`src/rtl/snina_pkg.sv`:
```
// Shared types and width helpers for the SNINA AND-gadget scheduler.
package snina_pkg;

  typedef enum logic [1:0] {
    RUN    = 2'd0,
    DRAIN  = 2'd1,
    LOCKED = 2'd2
  } sched_state_e;

  // Every share carries K+1 identical copies of the bit.
  function automatic int unsigned share_w(input int unsigned k);
    return k + 1;
  endfunction

  // Requester id width; never narrower than one bit.
  function automatic int unsigned id_w(input int unsigned n);
    return (n < 2) ? 1 : $clog2(n);
  endfunction

endpackage

```
`src/rtl/snina_rr_arbiter.sv`:
```
// Round-robin arbiter: wrap-around priority scan starting at the pointer,
// one-hot grant gated by en_i; pointer moves past the winner on each grant.
module snina_rr_arbiter
  import snina_pkg::*;
#(
  parameter  int unsigned NUM_REQ = 4,
  localparam int unsigned IDW     = id_w(NUM_REQ)
) (
  input  logic               clk_i,
  input  logic               rst_ni,
  input  logic               en_i,
  input  logic [NUM_REQ-1:0] req_i,
  output logic [NUM_REQ-1:0] gnt_o,
  output logic               gnt_valid_o,
  output logic [IDW-1:0]     gnt_id_o
);

  logic [IDW-1:0] ptr_q, ptr_d;
  int unsigned    idx;

  // First requesting index at or after the pointer, with wrap; next pointer.
  always_comb begin
    gnt_o       = '0;
    gnt_valid_o = 1'b0;
    gnt_id_o    = '0;
    idx         = 0;
    for (int unsigned k = 0; k < NUM_REQ; k++) begin
      idx = (32'(ptr_q) + k) % NUM_REQ;
      if (en_i && !gnt_valid_o && req_i[idx]) begin
        gnt_o[idx]  = 1'b1;
        gnt_valid_o = 1'b1;
        gnt_id_o    = IDW'(idx);
      end
    end
    ptr_d = ptr_q;
    if (gnt_valid_o) begin
      ptr_d = (gnt_id_o == IDW'(NUM_REQ - 1)) ? '0 : gnt_id_o + 1'b1;
    end
  end

  // Pointer register; holds when nothing is granted.
  always_ff @(posedge clk_i or negedge rst_ni) begin
    if (!rst_ni) ptr_q <= '0;
    else         ptr_q <= ptr_d;
  end

endmodule

```
`src/rtl/snina_and_scheduler.sv`:
```
// Shares one pipelined two-share SNINA AND gadget among NUM_REQ requesters.
// Issues at most one op per cycle, tags results back to the owner and locks
// permanently after any consistency-flag fault until reset.
// Optional statistics counters: define SNINA_SCHED_STATS_EN.
module snina_and_scheduler
  import snina_pkg::*;
#(
  parameter  int unsigned NUM_REQ = 4,
  parameter  int unsigned K       = 1,
  parameter  int unsigned LAT     = 2,
  parameter  logic        FLAG_OK = 1'b1,
  localparam int unsigned W       = share_w(K),
  localparam int unsigned IDW     = id_w(NUM_REQ)
) (
  input  logic                 clk,
  input  logic                 reset,
  input  logic [NUM_REQ-1:0]   req_valid,
  output logic [NUM_REQ-1:0]   req_ready,
  input  logic [NUM_REQ*W-1:0] req_a_0,
  input  logic [NUM_REQ*W-1:0] req_a_1,
  input  logic [NUM_REQ*W-1:0] req_b_0,
  input  logic [NUM_REQ*W-1:0] req_b_1,
  input  logic                 rnd,
  input  logic                 rnd_valid,
  output logic                 rnd_ready,
  output logic [W-1:0]         g_a_0,
  output logic [W-1:0]         g_a_1,
  output logic [W-1:0]         g_b_0,
  output logic [W-1:0]         g_b_1,
  output logic                 g_r,
  input  logic [W-1:0]         g_c_0,
  input  logic [W-1:0]         g_c_1,
  input  logic                 g_flag_0,
  input  logic                 g_flag_1,
  output logic                 rsp_valid,
  output logic [IDW-1:0]       rsp_id,
  output logic [W-1:0]         rsp_c_0,
  output logic [W-1:0]         rsp_c_1,
  output logic                 rsp_fault,
  output logic                 alarm
`ifdef SNINA_SCHED_STATS_EN
  ,
  output logic [15:0]          stat_issued,
  output logic [7:0]           stat_faults
`endif
);

  sched_state_e              state_q;
  logic                      alarm_q;
  logic [LAT-1:0]            tv_q;
  logic [LAT-1:0][IDW-1:0]   tid_q;

  logic                      tail_valid, flags_bad, fault_now, tail_bad;
  logic                      issue_en, upstream_busy;
  logic [NUM_REQ-1:0]        grant;
  logic                      gnt_valid;
  logic [IDW-1:0]            gnt_id;

  assign tail_valid = tv_q[LAT-1];
  assign flags_bad  = (g_flag_0 != FLAG_OK) | (g_flag_1 != FLAG_OK);
  assign fault_now  = tail_valid & flags_bad;
  // Once out of RUN every returning op is reported faulty regardless of flags.
  assign tail_bad   = tail_valid & (flags_bad | (state_q != RUN));
  // A fault arriving at the tail blocks issue in that very cycle.
  assign issue_en   = (state_q == RUN) & rnd_valid & ~fault_now;

  snina_rr_arbiter #(
    .NUM_REQ (NUM_REQ)
  ) u_arb (
    .clk_i       (clk),
    .rst_ni      (reset),
    .en_i        (issue_en),
    .req_i       (req_valid),
    .gnt_o       (grant),
    .gnt_valid_o (gnt_valid),
    .gnt_id_o    (gnt_id)
  );

  assign req_ready = grant;
  assign rnd_ready = gnt_valid;
  assign g_r       = rnd & gnt_valid;

  // Gadget operands: only the granted requester's shares, otherwise zero.
  always_comb begin
    g_a_0 = '0;
    g_a_1 = '0;
    g_b_0 = '0;
    g_b_1 = '0;
    for (int unsigned i = 0; i < NUM_REQ; i++) begin
      g_a_0 = g_a_0 | (req_a_0[i*W +: W] & {W{grant[i]}});
      g_a_1 = g_a_1 | (req_a_1[i*W +: W] & {W{grant[i]}});
      g_b_0 = g_b_0 | (req_b_0[i*W +: W] & {W{grant[i]}});
      g_b_1 = g_b_1 | (req_b_1[i*W +: W] & {W{grant[i]}});
    end
  end

  // Any op still in flight behind the tail entry.
  always_comb begin
    upstream_busy = 1'b0;
    for (int unsigned i = 0; i + 1 < LAT; i++) begin
      upstream_busy = upstream_busy | tv_q[i];
    end
  end

  // Tag pipeline tracking {valid,id} alongside the gadget latency.
  always_ff @(posedge clk or negedge reset) begin
    if (!reset) begin
      tv_q  <= '0;
      tid_q <= '0;
    end else begin
      tv_q[0]  <= gnt_valid;
      tid_q[0] <= gnt_id;
      for (int unsigned i = 1; i < LAT; i++) begin
        tv_q[i]  <= tv_q[i-1];
        tid_q[i] <= tid_q[i-1];
      end
    end
  end

  // Fault FSM with the sticky alarm registered alongside it.
  always_ff @(posedge clk or negedge reset) begin
    if (!reset) begin
      state_q <= RUN;
      alarm_q <= 1'b0;
    end else begin
      case (state_q)
        RUN: begin
          if (fault_now) begin
            state_q <= DRAIN;
            alarm_q <= 1'b1;
          end
        end
        DRAIN: begin
          if (!upstream_busy) state_q <= LOCKED;
        end
        LOCKED: state_q <= LOCKED;
        default: begin
          state_q <= LOCKED;
          alarm_q <= 1'b1;
        end
      endcase
    end
  end

  assign alarm     = alarm_q;
  assign rsp_valid = tail_valid;
  assign rsp_id    = tail_valid ? tid_q[LAT-1] : '0;
  assign rsp_fault = tail_bad;
  assign rsp_c_0   = (tail_valid & ~tail_bad) ? g_c_0 : '0;
  assign rsp_c_1   = (tail_valid & ~tail_bad) ? g_c_1 : '0;

`ifdef SNINA_SCHED_STATS_EN
  logic [15:0] stat_issued_q;
  logic [7:0]  stat_faults_q;

  // Saturating counts of handshakes and faulty tail entries.
  always_ff @(posedge clk or negedge reset) begin
    if (!reset) begin
      stat_issued_q <= '0;
      stat_faults_q <= '0;
    end else begin
      if (gnt_valid && (stat_issued_q != '1)) stat_issued_q <= stat_issued_q + 1'b1;
      if (tail_bad && (stat_faults_q != '1))  stat_faults_q <= stat_faults_q + 1'b1;
    end
  end

  assign stat_issued = stat_issued_q;
  assign stat_faults = stat_faults_q;
`else
  // No statistics counters in this build.
`endif

endmodule
```
`config.mk`:
```
export PLATFORM = sky130hd
export DESIGN_NAME = snina_and_scheduler
export DESIGN_NICKNAME = d
export VERILOG_FILES = /design/src/rtl/snina_pkg.sv /design/src/rtl/snina_rr_arbiter.sv /design/src/rtl/snina_and_scheduler.sv
export SDC_FILE = /design/constraint.sdc
export NUM_CORES = 1
export LEC_CHECK = 0
export BUFFER_PORTS_ARGS = -buffer_cell sky130_fd_sc_hd__buf_2
export CORE_MARGIN = 8
export CORE_UTILIZATION = 51
export DETAILED_ROUTE_END_ITERATION = 6
export GPL_ROUTABILITY_DRIVEN = 0
export GPL_TIMING_DRIVEN = 0
export PLACE_DENSITY = 0.87
export SLEW_MARGIN = 20
export SYNTH_ARGS = -nofsm -noshare
export SYNTH_HDL_FRONTEND = slang
export SYNTH_SLANG_ARGS = --single-unit
```
`constraint.sdc`:
```
create_clock -name clk -period 7 [get_ports clk]
set_clock_uncertainty 0.2 [all_clocks]
set_input_delay 0.7 -clock clk [delete_from_list [all_inputs] [get_ports clk]]
set_output_delay 0.7 -clock clk [all_outputs]
set_load 0.1 [all_outputs]
```
==> summary.json, run 1 <==
{
  "placement.cell_area": {"value": 1830, "unit": "µm²"},
  "synthesis.area_per_instance": {"value": 8.94, "unit": "µm²"},
  "antenna_violating_nets_post_route": {"value": 0},
  "final_wirelength": {"value": 4040, "unit": "µm"},
  "multi_input_area": {"value": 1040, "unit": "µm²"},
  "setup_viol": {"value": 0},
  "synth_cells": {"value": 162},
  "worstSetupStartpointType": {"value": "register"},
  "placement_rows": {"value": 19},
  "grt_pass1_vias": {"value": 1472},
  "max-cap-violations": {"value": 0},
  "numPortBuffers": {"value": 68},
  "synth_area": {"value": 1450, "unit": "µm²"},
  "cts_htree_levels": {"value": 1},
  "clock_input_transition_at_the_sequential_cells_of_the_worst_setup_and_hold_paths": {"value": 0.06, "unit": "ns"},
  "worstRegToRegCells": {"value": 8},
  "routed-wl-met3": {"value": 305, "unit": "µm"},
  "timing.final.crit_period": {"value": 4.36, "unit": "ns"},
  "antennaDiodeCount": {"value": 0},
  "finish.cell_count_without_fillers": {"value": 265},
  "die-height": {"value": 69.3, "unit": "µm"},
  "avgViaCountPerCell": {"value": 5.78},
  "grt_setup_unrepaired": {"value": "no"},
  "initialDrtViolationCount": {"value": 92},
  "clock_tree_from_tritoncts": {"value": "done"},
  "netlist.top_cell.by_area": {"value": "dfrtp_1"},
  "first_pass_iters": {"value": 4},
  "grt_residual_overflow": {"value": 0},
  "final_design_area_no_fill": {"value": 1850, "unit": "µm²"},
  "drt-wirelength-per-cell": {"value": 15.2, "unit": "µm"},
  "synth-edff-count": {"value": 0},
  "ff_latch_area": {"value": 275, "unit": "µm²"},
  "synth_area_leaders": {"value": "dfrtp_1 19%, a221o_1 11%, a22oi_1 8.3%"},
  "slew_headroom": {"value": 0.575},
  "routed-wl-met2": {"value": 1970, "unit": "µm"},
  "regToRegSetupSlack": {"value": 4.28, "unit": "ns"},
  "clk_root_buffer_cell": {"value": "clkbuf_4"},
  "die_w": {"value": 69.3, "unit": "µm"},
  "pwr_density_cell": {"value": 97.9, "unit": "nW/µm²"},
  "grt_start_max_net_pins": {"value": 12},
  "synth-warning-count": {"value": 0},
  "synth.net_count": {"value": 217},
  "yosysSeqAreaShare": {"value": 0.190},
  "boundaryPins": {"value": 69},
  "fill_cells": {"value": 220},
  "area_delta_synth_final": {"value": 28.0, "unit": "%"},
  "ys.flop_type": {"value": "dfrtp_1"},
  "post-place-cells": {"value": 261},
  "ctsResizeCount": {"value": 0},
  "antenna_found_initial": {"value": 0},
  "layout.nets": {"value": 290},
  "clock.fmax": {"value": 229, "unit": "MHz"},
  "timing_max_transition_violations_final": {"value": 0},
  "dieArea": {"value": 4800, "unit": "µm²"},
  "period_share": {"value": 0.623},
  "post_route_cells_drive_above_1_share": {"value": 0.389},
  "worstPathArrival": {"value": 3.46, "unit": "ns"},
  "tritoncts_num_sinks": {"value": 11},
  "cts_made_buffers": {"value": 3},
  "layout_setup_ws": {"value": 2.64, "unit": "ns"},
  "drt-met1-wl": {"value": 1750, "unit": "µm"},
  "post-layout-total-power": {"value": 0.182, "unit": "mW"},
  "max-clock-path-buffers": {"value": 2},
  "wire_length_of_the_first_global_routing_pass": {"value": 6690, "unit": "µm"},
  "hold_slack": {"value": 0.0886, "unit": "ns"},
  "max_slew.worst_pin.slew": {"value": 0.634, "unit": "ns"},
  "leakage_power": {"value": 0.988, "unit": "nW"},
  "detailed_route_via_count": {"value": 1532},
  "dp.final_hpwl": {"value": 3220, "unit": "µm"},
  "power.ir.vdd_worst": {"value": 0.126, "unit": "mV"},
  "post-cts-setup-buffer-count": {"value": 0},
  "criticalPathCategory": {"value": "reg2out"},
  "highest-signal-layer": {"value": "met4"},
  "core_region": {"value": 2730, "unit": "µm²"},
  "cts_hold_buf": {"value": 0},
  "drc": {"value": 0},
  "asyncSetResetFlopFracSynth": {"value": 1.00},
  "worstPathMaxFanout": {"value": 10},
  "hold_viol_final": {"value": 0},
  "tns": {"value": 0, "unit": "ns"},
  "outcome": {"value": "finished clean"},
  "synth.distinct_cells": {"value": 40},
  "finalCoreUtilization": {"value": 0.678},
  "synth.top_cells.by_count": {"value": "16 x a221o_1, 16 x a22oi_1, 16 x inv_1"},
  "dp_slack": {"value": 2.95, "unit": "ns"},
  "yosysTopAreaCellShare": {"value": 0.190},
  "holdCritPathClass": {"value": "in2async"},
  "cp-end-kind": {"value": "output port"},
  "worst_ep_required_time": {"value": 6.10, "unit": "ns"},
  "postSynthRegisterBits": {"value": 11},
  "initial_core_util": {"value": 0.530},
  "clock_latency_on_the_worst_skew_pair": {"value": 0.26, "unit": "ns"},
  "r2r-end": {"value": "u_arb.ptr_q[1]"},
  "grt_use_total": {"value": 0.157}
}
## area by class of cell
type                       count  area share
sequential                    11       0.148
clock buffer                   4      0.0142
inverter                      18      0.0364
multi-input combinational    123       0.561
timing repair buffer          68       0.184
buffer                        10      0.0351
tap                           31      0.0209
## cell families (layout without fill, tap and decap cells)
family,after synthesis,count (layout),share of synthesized area
xor+xnor,1,1,0.00605
simple gates,41,41,0.160
flops,11,11,0.190
mux,9,9,0.0984
compound gates,63,63,0.377
fa+ha+maj,9,9,0.0777
buf+inv,28,100,0.0915
## report_power, final
group	internal (mW)	leakage [nW]	switching (mW)	total, mW
sequential	0.0643	0.142	0.00203	0.0664
clock	0.0220	0.0150	0.0182	0.0402
combinational	0.0337	0.830	0.0413	0.0750
total	0.120	0.988	0.0615	0.182
## metal layers
metal  track usage  vias up
li1              -      772
met1         0.183      706
met2         0.270       52
met3        0.0443        2
met4        0.0433        0
met5             0        -
## cell usage in the layout, fill, tap and decap left out, types with 4 or more instances in the layout
cell,netlist,layout
buf_2,1,69
inv_1,16,16
a22oi_1,16,16
a221o_1,16,16
nand2_1,11,11
dfrtp_1,11,11
ha_1,9,9
and2_1,8,8
a211oi_1,8,8
clkbuf_1,5,6
a21o_1,6,6
nor2_1,5,5
mux4_2,4,4
nor3_1,4,4
## critical path, cell delays in order (launching register included)
cell      delay [ns]
dfrtp_1         0.50
buf_6           0.20
inv_1           0.12
ha_1            0.40
mux4_2          0.33
buf_6           0.16
nor3_1          0.35
clkbuf_1        0.40
a221o_1         0.22
a221o_1         0.10
buf_2           0.42
## state kept, by name (all words and copies together) (netlist names), named ones only
signal and flops:
tid_q 4, state_q 2, tv_q 2, alarm 1
u_arb.ptr_q 1
## worst max-delay path by stage
stage              from  endpoint  slack (ns)
2_1_floorplan   tv_q[1]       g_r        2.31
3_3_place_gp   register  g_a_1[1]        2.93
3_5_place_dp   register  g_a_0[1]        2.95
4_1_cts        register  g_a_0[1]        2.65
5_1_grt        register  g_a_1[0]        2.39
6_report       register  g_a_1[0]        2.64
Note: power is estimated with default switching activity, not from simulation.
==> run 2: changes to the inputs <==
--- a/config.mk
+++ b/config.mk
@@ -5,13 +5,14 @@
 export SDC_FILE = /design/constraint.sdc
 export NUM_CORES = 1
 export LEC_CHECK = 0
+export ABC_AREA = 1
 export BUFFER_PORTS_ARGS = -buffer_cell sky130_fd_sc_hd__buf_2
 export CORE_MARGIN = 8
-export CORE_UTILIZATION = 51
+export CORE_UTILIZATION = 42
 export DETAILED_ROUTE_END_ITERATION = 6
 export GPL_ROUTABILITY_DRIVEN = 0
 export GPL_TIMING_DRIVEN = 0
-export PLACE_DENSITY = 0.87
+export PLACE_DENSITY = 0.78
 export SLEW_MARGIN = 20
 export SYNTH_ARGS = -nofsm -noshare
 export SYNTH_HDL_FRONTEND = slang
==> constraint.sdc (replaced) <==
create_clock -name clk -period 3.6 [get_ports clk]
set_clock_uncertainty 0.2 [all_clocks]
set_input_delay 0.36 -clock clk [delete_from_list [all_inputs] [get_ports clk]]
set_output_delay 0.36 -clock clk [all_outputs]
set_load 0.1 [all_outputs]
==> summary.json, run 2 <==
{
  "post_synth_fa_ha_maj_area_fraction": {"value": 0.0823, "change": "+0.00455"},
  "clock_input_transition_at_the_sequential_cells_of_the_worst_setup_and_hold_paths": {"value": 0.07, "unit": "ns", "change": "about the same"},
  "cts_made_buffers": {"value": 3, "change": "unchanged"},
  "post-synth-top-count-cell": {"value": "nand2_1"},
  "timing_max_transition_violations_final": {"value": 0, "change": "unchanged"},
  "dp.final_hpwl": {"value": 3050, "unit": "µm", "change": "-5.3%"},
  "synth.distinct_cells": {"value": 21, "change": "-48%"},
  "holdCritPathClass": {"value": "reg2reg"},
  "cts_htree_levels": {"value": 1, "change": "unchanged"},
  "cp-end-kind": {"value": "output port"},
  "yosysTopAreaCellShare": {"value": 0.252, "change": "+0.0623"},
  "hold_viol_final": {"value": 0, "change": "unchanged"},
  "area_delta_synth_final": {"value": 33.2, "unit": "%"},
  "antennaDiodeCount": {"value": 0, "change": "unchanged"},
  "worstSetupStartpointType": {"value": "register"},
  "synth_simple_gate_area_share": {"value": 0.551, "change": "+0.391"},
  "numPortBuffers": {"value": 68, "change": "unchanged"},
  "regToRegSetupSlack": {"value": 1.16, "unit": "ns", "change": "-3.12 ns"},
  "slew_headroom": {"value": 0.675, "change": "+0.0998"},
  "dieArea": {"value": 5340, "unit": "µm²", "change": "+11%"},
  "synth_cells": {"value": 217, "change": "+34%"},
  "asyncSetResetFlopFracSynth": {"value": 1.00, "change": "unchanged"},
  "synth_area": {"value": 1370, "unit": "µm²", "change": "-5.5%"},
  "power.ir.vdd_worst": {"value": 0.402, "unit": "mV", "change": "+220%"},
  "post_route_cells_drive_above_1_share": {"value": 0.355, "change": "-0.0337"},
  "regMostFlops": {"value": "tid_q"},
  "initial_core_util": {"value": 0.445, "change": "-0.0853"},
  "grt_pass1_vias": {"value": 1468, "change": "-0.27%"},
  "post-layout-total-power": {"value": 0.706, "unit": "mW", "change": "+290%"},
  "worstPathArrival": {"value": 2.75, "unit": "ns", "change": "-0.71 ns"},
  "antenna_violating_nets_post_route": {"value": 0, "change": "unchanged"},
  "worst_ep_required_time": {"value": 3.04, "unit": "ns", "change": "-3.06 ns"},
  "first_pass_iters": {"value": 4, "change": "unchanged"},
  "grt_start_max_net_pins": {"value": 12, "change": "unchanged"},
  "synth.top_cells.by_count": {"value": "92 x nand2_1, 35 x inv_1, 12 x nand3_1"},
  "compound_gate_portion_of_the_synthesized_area": {"value": 0.0448, "change": "-0.332"},
  "initialDrtViolationCount": {"value": 46, "change": "-50%"},
  "avgViaCountPerCell": {"value": 4.47, "change": "-23%"},
  "die_w": {"value": 73.1, "unit": "µm", "change": "+5.5%"},
  "core_region": {"value": 3080, "unit": "µm²", "change": "+13%"},
  "post-cts-setup-buffer-count": {"value": 0, "change": "unchanged"},
  "max-clock-path-buffers": {"value": 2, "change": "unchanged"},
  "clock_latency_on_the_worst_skew_pair": {"value": 0.27, "unit": "ns", "change": "about the same"},
  "boundaryPins": {"value": 69, "change": "unchanged"},
  "synth-edff-count": {"value": 0, "change": "unchanged"},
  "final_wirelength": {"value": 3660, "unit": "µm", "change": "-9.3%"},
  "grt_use_total": {"value": 0.139, "change": "-0.0179"},
  "synthesis.area_per_instance": {"value": 6.31, "unit": "µm²", "change": "-29%"},
  "synth_area_leaders": {"value": "nand2_1 25%, dfrtp_1 20%, inv_1 9.6%"},
  "drt-wirelength-per-cell": {"value": 11.0, "unit": "µm", "change": "-28%"},
  "yosysSeqAreaShare": {"value": 0.201, "change": "+0.0111"},
  "clock.fmax": {"value": 302, "unit": "MHz"},
  "tritoncts_num_sinks": {"value": 11, "change": "unchanged"},
  "synth_top_family_by_area": {"value": "simple AND/OR/NAND/NOR gates"},
  "grt_residual_overflow": {"value": 0, "change": "unchanged"},
  "outcome": {"value": "finished clean"},
  "grt_setup_unrepaired": {"value": "no"},
  "synth.mux.area_fraction": {"value": 0, "change": "-0.0984"},
  "netlist.top_cell.by_area": {"value": "nand2_1"},
  "hold_slack": {"value": 0.153, "unit": "ns", "change": "+0.0641 ns"},
  "period_share": {"value": 0.921},
  "clk_root_buffer_cell": {"value": "clkbuf_4"},
  "reg_top3": {"value": "tid_q: 4 flops, state_q: 2 flops, tv_q: 2 flops"},
  "postSynthRegisterBits": {"value": 11, "change": "unchanged"},
  "layout.nets": {"value": 346, "change": "+19%"},
  "clock_tree_from_tritoncts": {"value": "done"},
  "drc": {"value": 0, "change": "unchanged"},
  "wire_length_of_the_first_global_routing_pass": {"value": 6150, "unit": "µm", "change": "-8.1%"},
  "most-common-layout-cells": {"value": "92 x nand2_1, 60 x buf_2, 35 x inv_1"},
  "ys.flop_type": {"value": "dfrtp_1"},
  "max_slew.worst_pin.slew": {"value": 0.491, "unit": "ns", "change": "-0.143 ns"},
  "detailed_route_via_count": {"value": 1492, "change": "-2.6%"},
  "timing.final.crit_period": {"value": 3.31, "unit": "ns"},
  "largest_register_ff_count": {"value": 4, "change": "unchanged"},
  "finalCoreUtilization": {"value": 0.592, "change": "-0.0860"},
  "synth.net_count": {"value": 272, "change": "+25%"},
  "synthXorXnorAreaFrac": {"value": 0, "change": "-0.00604"},
  "max-cap-violations": {"value": 0, "change": "unchanged"},
  "antenna_found_initial": {"value": 0, "change": "unchanged"},
  "tns": {"value": 0, "unit": "ns", "change": "unchanged"},
  "leakage_power": {"value": 1.13, "unit": "nW", "change": "+14%"},
  "worstPathMaxFanout": {"value": 10, "change": "unchanged"},
  "die-height": {"value": 73.1, "unit": "µm", "change": "+5.5%"},
  "placement_rows": {"value": 20, "change": "+1"},
  "criticalPathCategory": {"value": "reg2out"},
  "pwr_density_cell": {"value": 387, "unit": "nW/µm²", "change": "+300%"},
  "synth-warning-count": {"value": 0, "change": "unchanged"},
  "setup_viol": {"value": 0, "change": "unchanged"},
  "final_design_area_no_fill": {"value": 1820, "unit": "µm²", "change": "-1.7%"},
  "layout_commonest_cell": {"value": "nand2_1"},
  "placement.cell_area": {"value": 1770, "unit": "µm²", "change": "-3.4%"}
}
-- run 2: metal layers --
| metal | track usage | part of all wire |
|---|---|---|
| met4 | 0.0489 | 0.0074 |
| met1 | 0.149 | 0.41 |
| met5 | 0 | 0 |
| met2 | 0.257 | 0.53 |
| met3 | 0.0288 | 0.052 |
-- run 2: path summary, 6_finish.rpt --
path,cells after the start,startpoint,endpoint
setup / recovery,14,register,g_b_0[0]
hold / removal,0,tid_q[1],tid_q[3]
setup reg to reg,12,register,u_arb.ptr_q[1]
hold reg to reg,0,tid_q[1],tid_q[3]
max in group asynchronous,2,reset,tv_q[1]
min in group asynchronous,2,reset,alarm
-- run 2: worst max-delay path, stage by stage, from the launching register on --
cell      delay (ns)
dfrtp_1         0.48
inv_2           0.16
ha_1            0.35
inv_1           0.13
nand3_1         0.10
nand2_2         0.17
inv_2           0.13
nor2_8          0.20
nand2_2         0.08
nand3_4         0.13
nand2_1         0.07
nand2_1         0.06
inv_1           0.04
nand2_1         0.05
clkbuf_4        0.32
-- run 2: where the power goes --
| group | leakage, nW | switching (mW) | internal [mW] |
|---|---|---|---|
| Combinational | 0.975 | 0.326 | 0.129 |
| Clock | 0.0150 | 0.0393 | 0.0429 |
| Sequential | 0.137 | 0.0294 | 0.140 |
-- run 2: metrics by stage --
step	std cells	setup slack (ns)
after floorplan	217	0.0544
after global placement	329	0.435
after detailed placement	329	0.404
after CTS	334	0.0922
after global routing	334	0.0548
final	334	0.286
-- run 2: repair_timing --
item                                   in CTS  in global routing
gates resized for setup                     0                  9
endpoints found under the hold margin      11                  0
hold buffers                                1                  0
setup endpoints to repair                   0                  8
-- run 2: logic make-up (layout without fill, tap and decap cells) --
kind of cell | count (synthesis) | count (layout)
DFF | 11 | 11
adders and majority gates | 9 | 9
and+or+nand+nor | 145 | 145
buffers and inverters | 42 | 115
AOI/OAI and AO/OA | 10 | 10
-- run 2: cell type report --
type,count,area (µm²)
Fill cell,318,1250
Buffer,1,11.3
Sequential cell,11,278
Clock buffer,4,26.3
Timing Repair Buffer,69,370
Inverter,41,154
Tap cell,44,55.1
Multi-Input combinational cell,164,928
